===== src/rtl/csc_mat_expand_if.sv =====
// Descriptor-in / entry-out bundle for csc_mat_expand.
// The slave modport is the expander's view; the master modport is the generator/consumer side.
interface csc_mat_expand_if #(
    parameter int IDX_W = 8,
    parameter int VAL_W = 32
);
    logic [4*IDX_W-1:0] s_col_index;
    logic [3:0]         s_nz_mask;
    logic [4*VAL_W-1:0] s_val_i;
    logic [4*VAL_W-1:0] s_val_r;
    logic               s_vld;
    logic               s_rdy;
    logic [IDX_W-1:0]   m_row;
    logic [IDX_W-1:0]   m_col;
    logic [VAL_W-1:0]   m_val_i;
    logic [VAL_W-1:0]   m_val_r;
    logic               m_last_col;
    logic               m_last;
    logic               m_vld;
    logic               m_rdy;
    logic               busy;

    modport master (
        output s_col_index, s_nz_mask, s_val_i, s_val_r, s_vld, m_rdy,
        input  s_rdy, m_row, m_col, m_val_i, m_val_r, m_last_col, m_last, m_vld, busy
    );

    modport slave (
        input  s_col_index, s_nz_mask, s_val_i, s_val_r, s_vld, m_rdy,
        output s_rdy, m_row, m_col, m_val_i, m_val_r, m_last_col, m_last, m_vld, busy
    );
endinterface


===== src/rtl/csc_mat_expand.sv =====
// Expands a circulant sparse-matrix descriptor into a column-major (row, col, value) stream.
//   state | meaning
//   IDLE  | s_rdy high, waiting for a descriptor; a zero mask is consumed silently
//   EMIT  | output register holds the current entry; advances on m_vld & m_rdy
module csc_mat_expand #(
    parameter int SUBCAR_NUM   = 16,
    parameter int OFDM_SYM_NUM = 16,
    parameter int MAT_RANK     = SUBCAR_NUM * OFDM_SYM_NUM,
    parameter int IDX_W        = $clog2(MAT_RANK),
    parameter int VAL_W        = 32
) (
    input  logic             clk,
    input  logic             rst_n,
    csc_mat_expand_if.slave  bus
);

    if (MAT_RANK < 2 || (MAT_RANK & (MAT_RANK - 1)) != 0) begin : g_rank_chk
        $error("csc_mat_expand: MAT_RANK must be a power of two");
    end

    typedef enum logic {IDLE, EMIT} state_t;

    state_t             state;
    logic [IDX_W-1:0]   idx_q [4];
    logic [VAL_W-1:0]   vr_q  [4];
    logic [VAL_W-1:0]   vi_q  [4];
    logic [3:0]         mask_q;
    logic [1:0]         slot_q;

    logic [IDX_W-1:0]   src_idx [4];
    logic [VAL_W-1:0]   src_vr  [4];
    logic [VAL_W-1:0]   src_vi  [4];
    logic [3:0]         src_mask;
    logic [3:0]         higher;
    logic [1:0]         nxt_slot;
    logic [IDX_W-1:0]   nxt_col;
    logic [IDX_W-1:0]   nxt_row;
    logic               nxt_last_col;
    logic               nxt_last;

    function automatic logic [1:0] lowest(input logic [3:0] m);
        if (m[0])      return 2'd0;
        else if (m[1]) return 2'd1;
        else if (m[2]) return 2'd2;
        else           return 2'd3;
    endfunction

    function automatic logic [3:0] above(input logic [1:0] k);
        logic [3:0] r;
        for (int j = 0; j < 4; j++) r[j] = (j > int'(k));
        return r;
    endfunction

    // In IDLE the first entry is built straight from the inputs so it appears one cycle after the handshake.
    always_comb begin
        src_mask = (state == IDLE) ? bus.s_nz_mask : mask_q;
        for (int k = 0; k < 4; k++) begin
            src_idx[k] = (state == IDLE) ? bus.s_col_index[k*IDX_W +: IDX_W] : idx_q[k];
            src_vr[k]  = (state == IDLE) ? bus.s_val_r[k*VAL_W +: VAL_W]     : vr_q[k];
            src_vi[k]  = (state == IDLE) ? bus.s_val_i[k*VAL_W +: VAL_W]     : vi_q[k];
        end
        higher = mask_q & above(slot_q);
        if (state == IDLE) begin
            nxt_col  = '0;
            nxt_slot = lowest(src_mask);
        end else if (higher != 4'b0) begin
            nxt_col  = bus.m_col;
            nxt_slot = lowest(higher);
        end else begin
            nxt_col  = bus.m_col + 1'b1;
            nxt_slot = lowest(mask_q);
        end
        nxt_row      = nxt_col - src_idx[nxt_slot];
        nxt_last_col = (src_mask & above(nxt_slot)) == 4'b0;
        nxt_last     = nxt_last_col && (&nxt_col);
    end

    always_ff @(posedge clk or negedge rst_n) begin
        if (!rst_n) begin
            state          <= IDLE;
            mask_q         <= '0;
            slot_q         <= '0;
            for (int k = 0; k < 4; k++) begin
                idx_q[k] <= '0;
                vr_q[k]  <= '0;
                vi_q[k]  <= '0;
            end
            bus.s_rdy      <= 1'b1;
            bus.busy       <= 1'b0;
            bus.m_vld      <= 1'b0;
            bus.m_row      <= '0;
            bus.m_col      <= '0;
            bus.m_val_r    <= '0;
            bus.m_val_i    <= '0;
            bus.m_last_col <= 1'b0;
            bus.m_last     <= 1'b0;
        end else begin
            case (state)
                IDLE: begin
                    if (bus.s_vld) begin
                        mask_q <= bus.s_nz_mask;
                        for (int k = 0; k < 4; k++) begin
                            idx_q[k] <= src_idx[k];
                            vr_q[k]  <= src_vr[k];
                            vi_q[k]  <= src_vi[k];
                        end
                        if (bus.s_nz_mask != 4'b0) begin
                            state          <= EMIT;
                            bus.s_rdy      <= 1'b0;
                            bus.busy       <= 1'b1;
                            bus.m_vld      <= 1'b1;
                            slot_q         <= nxt_slot;
                            bus.m_col      <= nxt_col;
                            bus.m_row      <= nxt_row;
                            bus.m_val_r    <= src_vr[nxt_slot];
                            bus.m_val_i    <= src_vi[nxt_slot];
                            bus.m_last_col <= nxt_last_col;
                            bus.m_last     <= nxt_last;
                        end
                    end
                end
                EMIT: begin
                    if (bus.m_vld && bus.m_rdy) begin
                        if (bus.m_last) begin
                            state     <= IDLE;
                            bus.m_vld <= 1'b0;
                            bus.busy  <= 1'b0;
                            bus.s_rdy <= 1'b1;
                        end else begin
                            slot_q         <= nxt_slot;
                            bus.m_col      <= nxt_col;
                            bus.m_row      <= nxt_row;
                            bus.m_val_r    <= src_vr[nxt_slot];
                            bus.m_val_i    <= src_vi[nxt_slot];
                            bus.m_last_col <= nxt_last_col;
                            bus.m_last     <= nxt_last;
                        end
                    end
                end
                default: state <= IDLE;
            endcase
        end
    end

endmodule


===== src/flat_wrapper.sv =====
// flat-port wrapper written by rule: the top's interface ports become plain ports
module csc_mat_expand_flat 
#(
    parameter int SUBCAR_NUM   = 16,
    parameter int OFDM_SYM_NUM = 16,
    parameter int MAT_RANK     = SUBCAR_NUM * OFDM_SYM_NUM,
    parameter int IDX_W        = $clog2(MAT_RANK),
    parameter int VAL_W        = 32
)
  (clk, rst_n, bus_s_col_index, bus_s_nz_mask, bus_s_val_i, bus_s_val_r, bus_s_vld, bus_m_rdy, bus_s_rdy, bus_m_row, bus_m_col, bus_m_val_i, bus_m_val_r, bus_m_last_col, bus_m_last, bus_m_vld, bus_busy);
  csc_mat_expand_if #(.IDX_W(IDX_W), .VAL_W(VAL_W)) bus_i ();
  input  logic clk;
  input  logic rst_n;
  input wire logic [$bits(bus_i.s_col_index)-1:0] bus_s_col_index;
  input wire logic [$bits(bus_i.s_nz_mask)-1:0] bus_s_nz_mask;
  input wire logic [$bits(bus_i.s_val_i)-1:0] bus_s_val_i;
  input wire logic [$bits(bus_i.s_val_r)-1:0] bus_s_val_r;
  input wire logic [$bits(bus_i.s_vld)-1:0] bus_s_vld;
  input wire logic [$bits(bus_i.m_rdy)-1:0] bus_m_rdy;
  output wire logic [$bits(bus_i.s_rdy)-1:0] bus_s_rdy;
  output wire logic [$bits(bus_i.m_row)-1:0] bus_m_row;
  output wire logic [$bits(bus_i.m_col)-1:0] bus_m_col;
  output wire logic [$bits(bus_i.m_val_i)-1:0] bus_m_val_i;
  output wire logic [$bits(bus_i.m_val_r)-1:0] bus_m_val_r;
  output wire logic [$bits(bus_i.m_last_col)-1:0] bus_m_last_col;
  output wire logic [$bits(bus_i.m_last)-1:0] bus_m_last;
  output wire logic [$bits(bus_i.m_vld)-1:0] bus_m_vld;
  output wire logic [$bits(bus_i.busy)-1:0] bus_busy;
  assign bus_i.s_col_index = bus_s_col_index;
  assign bus_i.s_nz_mask = bus_s_nz_mask;
  assign bus_i.s_val_i = bus_s_val_i;
  assign bus_i.s_val_r = bus_s_val_r;
  assign bus_i.s_vld = bus_s_vld;
  assign bus_i.m_rdy = bus_m_rdy;
  assign bus_s_rdy = bus_i.s_rdy;
  assign bus_m_row = bus_i.m_row;
  assign bus_m_col = bus_i.m_col;
  assign bus_m_val_i = bus_i.m_val_i;
  assign bus_m_val_r = bus_i.m_val_r;
  assign bus_m_last_col = bus_i.m_last_col;
  assign bus_m_last = bus_i.m_last;
  assign bus_m_vld = bus_i.m_vld;
  assign bus_busy = bus_i.busy;
  csc_mat_expand #(.SUBCAR_NUM(SUBCAR_NUM), .OFDM_SYM_NUM(OFDM_SYM_NUM), .MAT_RANK(MAT_RANK), .IDX_W(IDX_W), .VAL_W(VAL_W)) u_core (.clk(clk), .rst_n(rst_n), .bus(bus_i));
endmodule

===== config.mk =====
export PLATFORM = sky130hd
export DESIGN_NAME = csc_mat_expand_flat
export DESIGN_NICKNAME = d
export VERILOG_FILES = /design/src/rtl/csc_mat_expand_if.sv /design/src/rtl/csc_mat_expand.sv /design/src/flat_wrapper.sv
export SDC_FILE = /design/constraint.sdc
export NUM_CORES = 1
export LEC_CHECK = 0
export BUFFER_PORTS_ARGS = -buffer_cell sky130_fd_sc_hd__buf_2
export CAP_MARGIN = 25
export CORE_AREA = 2 2 190 211
export CTS_CLUSTER_SIZE = 24
export DETAILED_ROUTE_END_ITERATION = 8
export DIE_AREA = 0 0 192 213
export HOLD_SLACK_MARGIN = 0.12
export PLACE_DENSITY_LB_ADDON = 0.15
export RECOVER_POWER = 100
export SLEW_MARGIN = 20
export SYNTH_ARGS = -nofsm -noshare
export SYNTH_HDL_FRONTEND = slang
export SYNTH_SLANG_ARGS = --single-unit

===== constraint.sdc =====
create_clock -name clk -period 3.39 [get_ports clk]
set_input_delay 0.1695 -clock clk [delete_from_list [all_inputs] [get_ports clk]]
set_output_delay 0.1695 -clock clk [all_outputs]
set_load 0.02 [all_outputs]

* Word-level counts from Yosys, hierarchy flattened
Index checks and enable logic that the tools add are counted.
** Word-level totals
- Flip-flop bits (word level) :: 379
- Input bits :: 296
- Output and inout port bits :: 85
- Word-level logic and storage cells :: 136
** Cells by class
- $add $sub $neg :: 2
- $lt $le $gt $ge :: 7
- Equal/unequal tests :: 5
- Muxes and demuxes :: 85
- Bitwise logic cells :: 4
- Reductions and logical operators :: 10
** Operators with widths (number)
- two-way mux 32 bit :: 20
- binary-select mux 32 bit (select 2 bit) :: 2
- two-way mux 8 bit :: 16
- case mux 32 bit (2 select lines) :: 2
- case mux 8 bit (2 select lines) :: 2
- two-way mux 2 bit :: 12
- two-way mux 1 bit :: 23
- binary-select mux 8 bit (select 2 bit) :: 1
- case mux 1 bit (2 select lines) :: 5
- adder 8 x 1 -> 8 bit, second input constant :: 1
- bitwise AND 4 bit :: 2
- greater-than comparator 2 bit, first input constant :: 4
- != test 2 bit, second input constant :: 4
- AND reduction 4 bit :: 2
- AND reduction 8 bit :: 1
- nonzero test 4 bit :: 2
- subtractor 8 bit :: 1
- greater-than comparator 1 x 2 -> 1 bit, first input constant :: 2
- zero test 4 bit :: 1
- two-way mux 4 bit :: 1
- case mux 2 bit (2 select lines) :: 1
- >= comparator 3 bit, second input constant :: 1
- inverter 2 -> 3 bit :: 1
- AND reduction 3 bit :: 1
- other kinds (4) :: 5

* Longest topological paths before layout
- Word-level depth :: 15
- Depth in mapped cells :: 18

* Least setup slack after synthesis
Ideal clock, no wire load.
- Path kind :: register to register
- Start point :: register u_core.slot_q[1]
- End point :: register u_core.bus.m_row[6]
- Setup time :: 0.136 ns
- Arrival :: 3.248 ns
- Data required time :: 3.254 ns
- Path slack :: 0.007 ns
- Stages on the path, launching flop included :: 18
- Period minus slack after synthesis :: 3.383 ns
- Cell sequence :: dfrtp_1 > nand2b_4 > a21oi_4 > o22a_1 > or2_1 > buf_2 > buf_2 > a211oi_1 > a221oi_1 > ha_1 > inv_1 > fa_1 > a21o_1 > a21o_1 > a21o_1 > a21oi_1 > xor2_1 > o21ai_0
** Between the ends
- Cells in the longest elaborated chain, start to end :: 15
- Elaborated cells on any way between the ends :: 22
- Classes of those cells :: add/sub: 1; order compare: 3; mux: 15; bitwise: 2; reduce/logical: 1
** Ends and longest elaborated chain
- start: declaration :: RTL line csc_mat_expand.sv:28 : logic [1:0] slot_q;
- start signal: assignment :: RTL line csc_mat_expand.sv:112 : slot_q <= nxt_slot;
- start signal: assignment :: RTL line csc_mat_expand.sv:130 : slot_q <= nxt_slot;
- greater-than comparator 2 bit :: RTL line csc_mat_expand.sv:50 : for (int j = 0; j < 4; j++) r[j] = (j > int'(k));
- bitwise AND 4 bit (*) :: RTL line csc_mat_expand.sv:62 : higher = mask_q & above(slot_q);
- two-way mux 1 bit :: RTL line csc_mat_expand.sv:44 : else if (m[2]) return 2'd2;
- two-way mux 2 bit :: RTL line csc_mat_expand.sv:43 : else if (m[1]) return 2'd1;
- two-way mux 2 bit :: RTL line csc_mat_expand.sv:42 : if (m[0]) return 2'd0;
- two-way mux 2 bit :: RTL line csc_mat_expand.sv:66 : end else if (higher != 4'b0) begin
- two-way mux 2 bit :: RTL line csc_mat_expand.sv:63 : if (state == IDLE) begin
- inverter 2 -> 3 bit (implied by the code) :: RTL line csc_mat_expand.sv:73 : nxt_row = nxt_col - src_idx[nxt_slot];
- binary-select mux 8 bit (select 2 bit) :: RTL line csc_mat_expand.sv:73
- two-way mux 8 bit (implied by the code) (2 in a row) :: RTL line csc_mat_expand.sv:73
- subtractor 8 bit (*) :: RTL line csc_mat_expand.sv:73
- two-way mux 8 bit, on equally long branches :: RTL line csc_mat_expand.sv:124, csc_mat_expand.sv:107
- two-way mux 8 bit, on equally long branches :: RTL line csc_mat_expand.sv:123, csc_mat_expand.sv:100
- case mux 8 bit (2 select lines) (*) :: RTL line csc_mat_expand.sv:98 : case (state)
- end signal: assignment :: RTL line csc_mat_expand.sv:114 : bus.m_row <= nxt_row;
- end signal: assignment :: RTL line csc_mat_expand.sv:132 : bus.m_row <= nxt_row;
- end: declaration :: RTL line csc_mat_expand_if.sv:30 : output s_rdy, m_row, m_col, m_val_i, m_val_r, m_last_col, m_last, m_vld, busy
Every way passes the cells marked *; elsewhere a longest branch is shown, timed or not. The select of a mux whose other input is x is not followed.
A chain may end at the register's enable or synchronous reset.

* Worst setup path in the final report
- Start point :: register u_core.state
- End point :: register u_core.vi_q[4] (netlist bit)
** Between the ends
- Cells in the longest elaborated chain, start to end :: 2
- Elaborated cells on any way between the ends :: 3
- Classes of those cells :: mux: 1; bitwise: 1; reduce/logical: 1
** Ends and longest elaborated chain
- start: declaration :: RTL line csc_mat_expand.sv:23 : state_t state;
- start signal: assignment :: RTL line csc_mat_expand.sv:80 : state <= IDLE;
- start signal: assignment :: RTL line csc_mat_expand.sv:108 : state <= EMIT;
- start signal: assignment :: RTL line csc_mat_expand.sv:125 : state <= IDLE;
- inverter 1 bit (no source line)
- AND reduction 2 bit (no source line)
- end signal: indexed assignment :: RTL line csc_mat_expand.sv:105 : vi_q[k] <= src_vi[k];
- end: declaration :: RTL line csc_mat_expand.sv:26 : logic [VAL_W-1:0] vi_q [4];
Several ways; a longest one is shown, not always the timed one.

==> summary.md <==
| Metric | Value |
|---|---|
| WP buf/inv | `3` |
| Synth Cell Area | `19,200 um2` |
| Post-synthesis area per instance | `12.2 um2` |
| Hold Startpoint | `bus_s_val_i[56]` |
| Total grt overflow | `0` |
| Crit Path Category | `reg -> reg` |
| Final hold viol count | `0` |
| Die X | `192 um` |
| Capturing point of the worst reg2reg path | `u_core.vi_q[4]$_DFFE_PN0P_` |
| Ys Warns | `0` |
| Average wire per standard cell | `20.4 um` |
| # nets final | `2,529` |
| Max IR drop VDD | `0.000361 V` |
| CP Cell Sequence | `inv_4 > clkbuf_1 > nand2_8 > clkbuf_8 > mux2_2` |
| Synthesized flop and latch total | `379` |
| Crit-path slowest cell | `clkbuf_1` |
| Yosys top cell area share | `49.3%` |
| Crit path capture type | `flip-flop` |
| Status | `finished, violations left` |
| Num CTS Buffers | `42` |
| Reg2Reg Depth | `5` |
| Critical Path Source | `u_core.state$_DFF_PN0_` |
| Std-Cell Rows | `76` |
| Clk_lat worst skew | `0.57 ns` |
| Vias in the first global route | `16,300` |
| Area delta synth->final | `35.0%` |
| Drt pass-1 iters | `5` |
| Share of cells above drive strength 1 | `34.0%` |
| Max FO, Critical Path | `181` |
| Longest Clk Path Bufs | `3` |
| Period utilization | `98.0%` |
| Synth cell types | `58` |
| Ys flop type | `dfrtp_1` |
| Mapped Nets | `1,880` |
| First-pass GRT wire length | `87,200 um` |
| Worst path top cell family by delay | `buffers and inverters` |
| Startpoint Class | `flip-flop` |
| Core region area | `38,800 um2` |
| Initial Utilization | `49.4%` |
| Max-Cap Viols | `1` |
| Number of endpoints failing setup at the final stage | `0` |
| Die Ht | `213 um` |
| Max incr delay on CP | `0.94 ns` |
| Ports | `381` |
| Final cell count without fillers | `2,764` |
| EDFF count, synth | `0` |
| Final Instance Area | `25,900 um2` |
| Unrepaired setup endpoints after global routing | `true` |
| P_leak | `0.0134 uW` |
| Seq/Total Area, Yosys | `49.4%` |
| Slew margin rel. | `-91.5%` |
| Least-Margin Pin Slew | `2.87 ns` |
| Setup crit end | `u_core.vi_q[4]$_DFFE_PN0P_` |
| FFs w/ async S/R, synth | `100%` |
| Port bufs | `380` |
| TritonCTS clock tree | `yes` |
| Leading area contributor after synthesis | `dfrtp_1` |
| R2R setup slack | `0.07 ns` |
| Post-layout min period | `3.32 ns` |
| Violated checks | `capacitance limit, slew limit` |
| Critical R2R Launch | `u_core.state$_DFF_PN0_` |
| Number of H-tree levels | `2` |
| WL final | `56,400 um` |
| HPWL after detailed placement | `34,400 um` |
| Initial DRC count | `744` |
| ANT nets after route | `0` |
| Die area | `40,900 um2` |
| Synth area leaders | `dfrtp_1, mux2_2, mux2i_1, mux4_2, nand2_1` |
| Final slew viol count | `262` |
| Hold Path Cell Cnt | `3` |
| CP arrival | `3.76 ns` |
| GPL Wtd Cong | `0.822` |
| Detailed-route DRC error count | `0` |
| Min-Delay Path Class | `in -> reg` |
| Post-Synthesis Cells | `1,574` |
| PwrDens | `371 nW/um2` |
| Max Fclk | `301 MHz` |
| Placed Area | `21,600 um2` |
| Critical path required time | `3.82 ns` |
| Initial antenna violation count | `5` |
| Pin count of the biggest net entering global routing | `182` |
| Placed instance count | `2,385` |
| Root Driver | `clkbuf_16` |
| Num Clock Sinks | `379` |
| Fill count | `2,919` |
| Setup Skew | `0.0242 ns` |
| Cell count along the critical path | `5` |
| Vias/cell | `5.56` |
| Via count | `15,400` |
| GRT Util Overall | `27.4%` |
| Clock slew at reported path FFs | `0.06 ns` |
[sequential cells by signal, summed over array words and instances, names as in the netlist]
register / flops
u_core.bus.m_row: 8
u_core.idx_q: 32
u_core.bus.m_last: 1
u_core.slot_q: 2
u_core.vi_q: 128
u_core.mask_q: 4
u_core.bus.m_val_r: 32
u_core.bus.m_val_i: 32
u_core.vr_q: 128
u_core.bus.m_last_col: 1
u_core.bus.m_col: 8
u_core.bus.m_vld: 1
u_core.state: 1
u_core.bus.s_rdy: 1
[routing by layer]
layer | wire [um] | part of all wire, % | up-vias | track usage, %
li1 | - | - | 7070 | -
met1 | 22300 | 40 | 7681 | 33.2
met2 | 28100 | 50 | 471 | 46.9
met3 | 3290 | 5.8 | 144 | 5.00
met4 | 2710 | 4.8 | 0 | 13.4
met5 | 0 | 0 | - | 0
[kinds of logic (layout without fill, tap and decap cells)]
family / after synthesis / in the layout / synth area share, %
simple gates: 239 / 239 / 5.28
xor+xnor: 11 / 11 / 0.502
buf+inv: 128 / 804 / 3.24
compound gates: 266 / 266 / 8.33
fa+ha+maj: 10 / 10 / 0.691
mux: 541 / 541 / 32.5
flops: 379 / 379 / 49.4
other cells: 0 / 7 / 0
[Yosys cell counts (8+ instances only)]
master and number:
o22ai_1 67, mux2_2 295, clkbuf_1 70, nor2_1 15
buf_2 32, o21ai_0 19, nand3_1 9, inv_1 8
o21ai_1 70, a31oi_1 34, dfrtp_1 378, a21oi_1 43
nand2_1 179, mux2i_1 211, buf_6 11, ha_1 9
mux4_2 31
[worst reg2reg max path: stages (launching register included)]
cell      delay [ns]
dfrtp_4         0.52
inv_4           0.14
clkbuf_1        0.94
nand2_8         0.06
clkbuf_8        0.56
mux2_2          0.98
[layout make-up]
| class | count | area [um2] | share of cell area [%] |
|---|---|---|---|
| sequential | 379 | 9490 | 36.7 |
| inverter | 9 | 40.0 | 0.155 |
| antenna | 7 | 17.5 | 0.0676 |
| clock buffer | 60 | 1250 | 4.83 |
| clock inverter | 11 | 66.3 | 0.256 |
| multi-input combinational | 1067 | 9190 | 35.5 |
| tap | 507 | 634 | 2.45 |
| timing repair buffer | 724 | 5210 | 20.1 |
[per-stage QoR]
stage	setup TNS, ns	power (uW)	hold WS (ns)	util, %	setup WS [ns]
after detailed placement	-0.0622	5010	0.341	55.7	-0.0586
final	0	9610	0.377	66.8	0.0664
after CTS	0	9720	0.324	66.8	0.0120
after global placement	0	5000	0.346	55.7	0.0543
after floorplan	0	4670	-0.126	-	0.00656
after global routing	-0.132	9960	0.370	66.8	-0.0815
[repair_timing]
item                                    CTS  global route
endpoints found under the hold margin   465             0
hold buffers                            296             0
endpoints found under the setup margin    2             2
buffers inserted                          0             3
pin swaps                                 0             6
gates resized for setup                   3            17
cloned                                    0             1
[worst min-delay path by stage]
stage / to / slack (ns)
after floorplan: u_core.bus.m_col[0]$_DFFE_PN0P_ / -0.13
after global routing: u_core.vi_q[88]$_DFFE_PN0P_ / 0.37
final: u_core.vi_q[88]$_DFFE_PN0P_ / 0.38
after CTS: u_core.bus.m_val_r[8]$_DFFE_PN0P_ / 0.32
after detailed placement: u_core.bus.m_val_r[8]$_DFFE_PN0P_ / 0.34
after global placement: u_core.bus.m_val_r[8]$_DFFE_PN0P_ / 0.35
[cells in the final DEF (no fill, tap or decap), types with 9 or more instances in the layout]
| cell | count |
|---|---|
| dfrtp_1 | 373 |
| dlygate4sd3_1 | 296 |
| mux2_2 | 295 |
| buf_2 | 295 |
| mux2i_1 | 210 |
| nand2_1 | 179 |
| clkbuf_1 | 92 |
| o21ai_0 | 81 |
| o22ai_1 | 67 |
| clkbuf_16 | 44 |
| a21oi_1 | 41 |
| a31oi_1 | 34 |
| buf_4 | 32 |
| mux4_2 | 31 |
| nor2_1 | 15 |
| clkbuf_8 | 12 |
| nand3_1 | 9 |
[report_power, final]
| part | internal, uW | switching (uW) | total, uW |
|---|---|---|---|
| clock | 2550 | 1850 | 4410 |
| sequential | 4520 | 0 | 4520 |
| combinational | 398 | 282 | 680 |
Power figures use the tool's default switching activity.
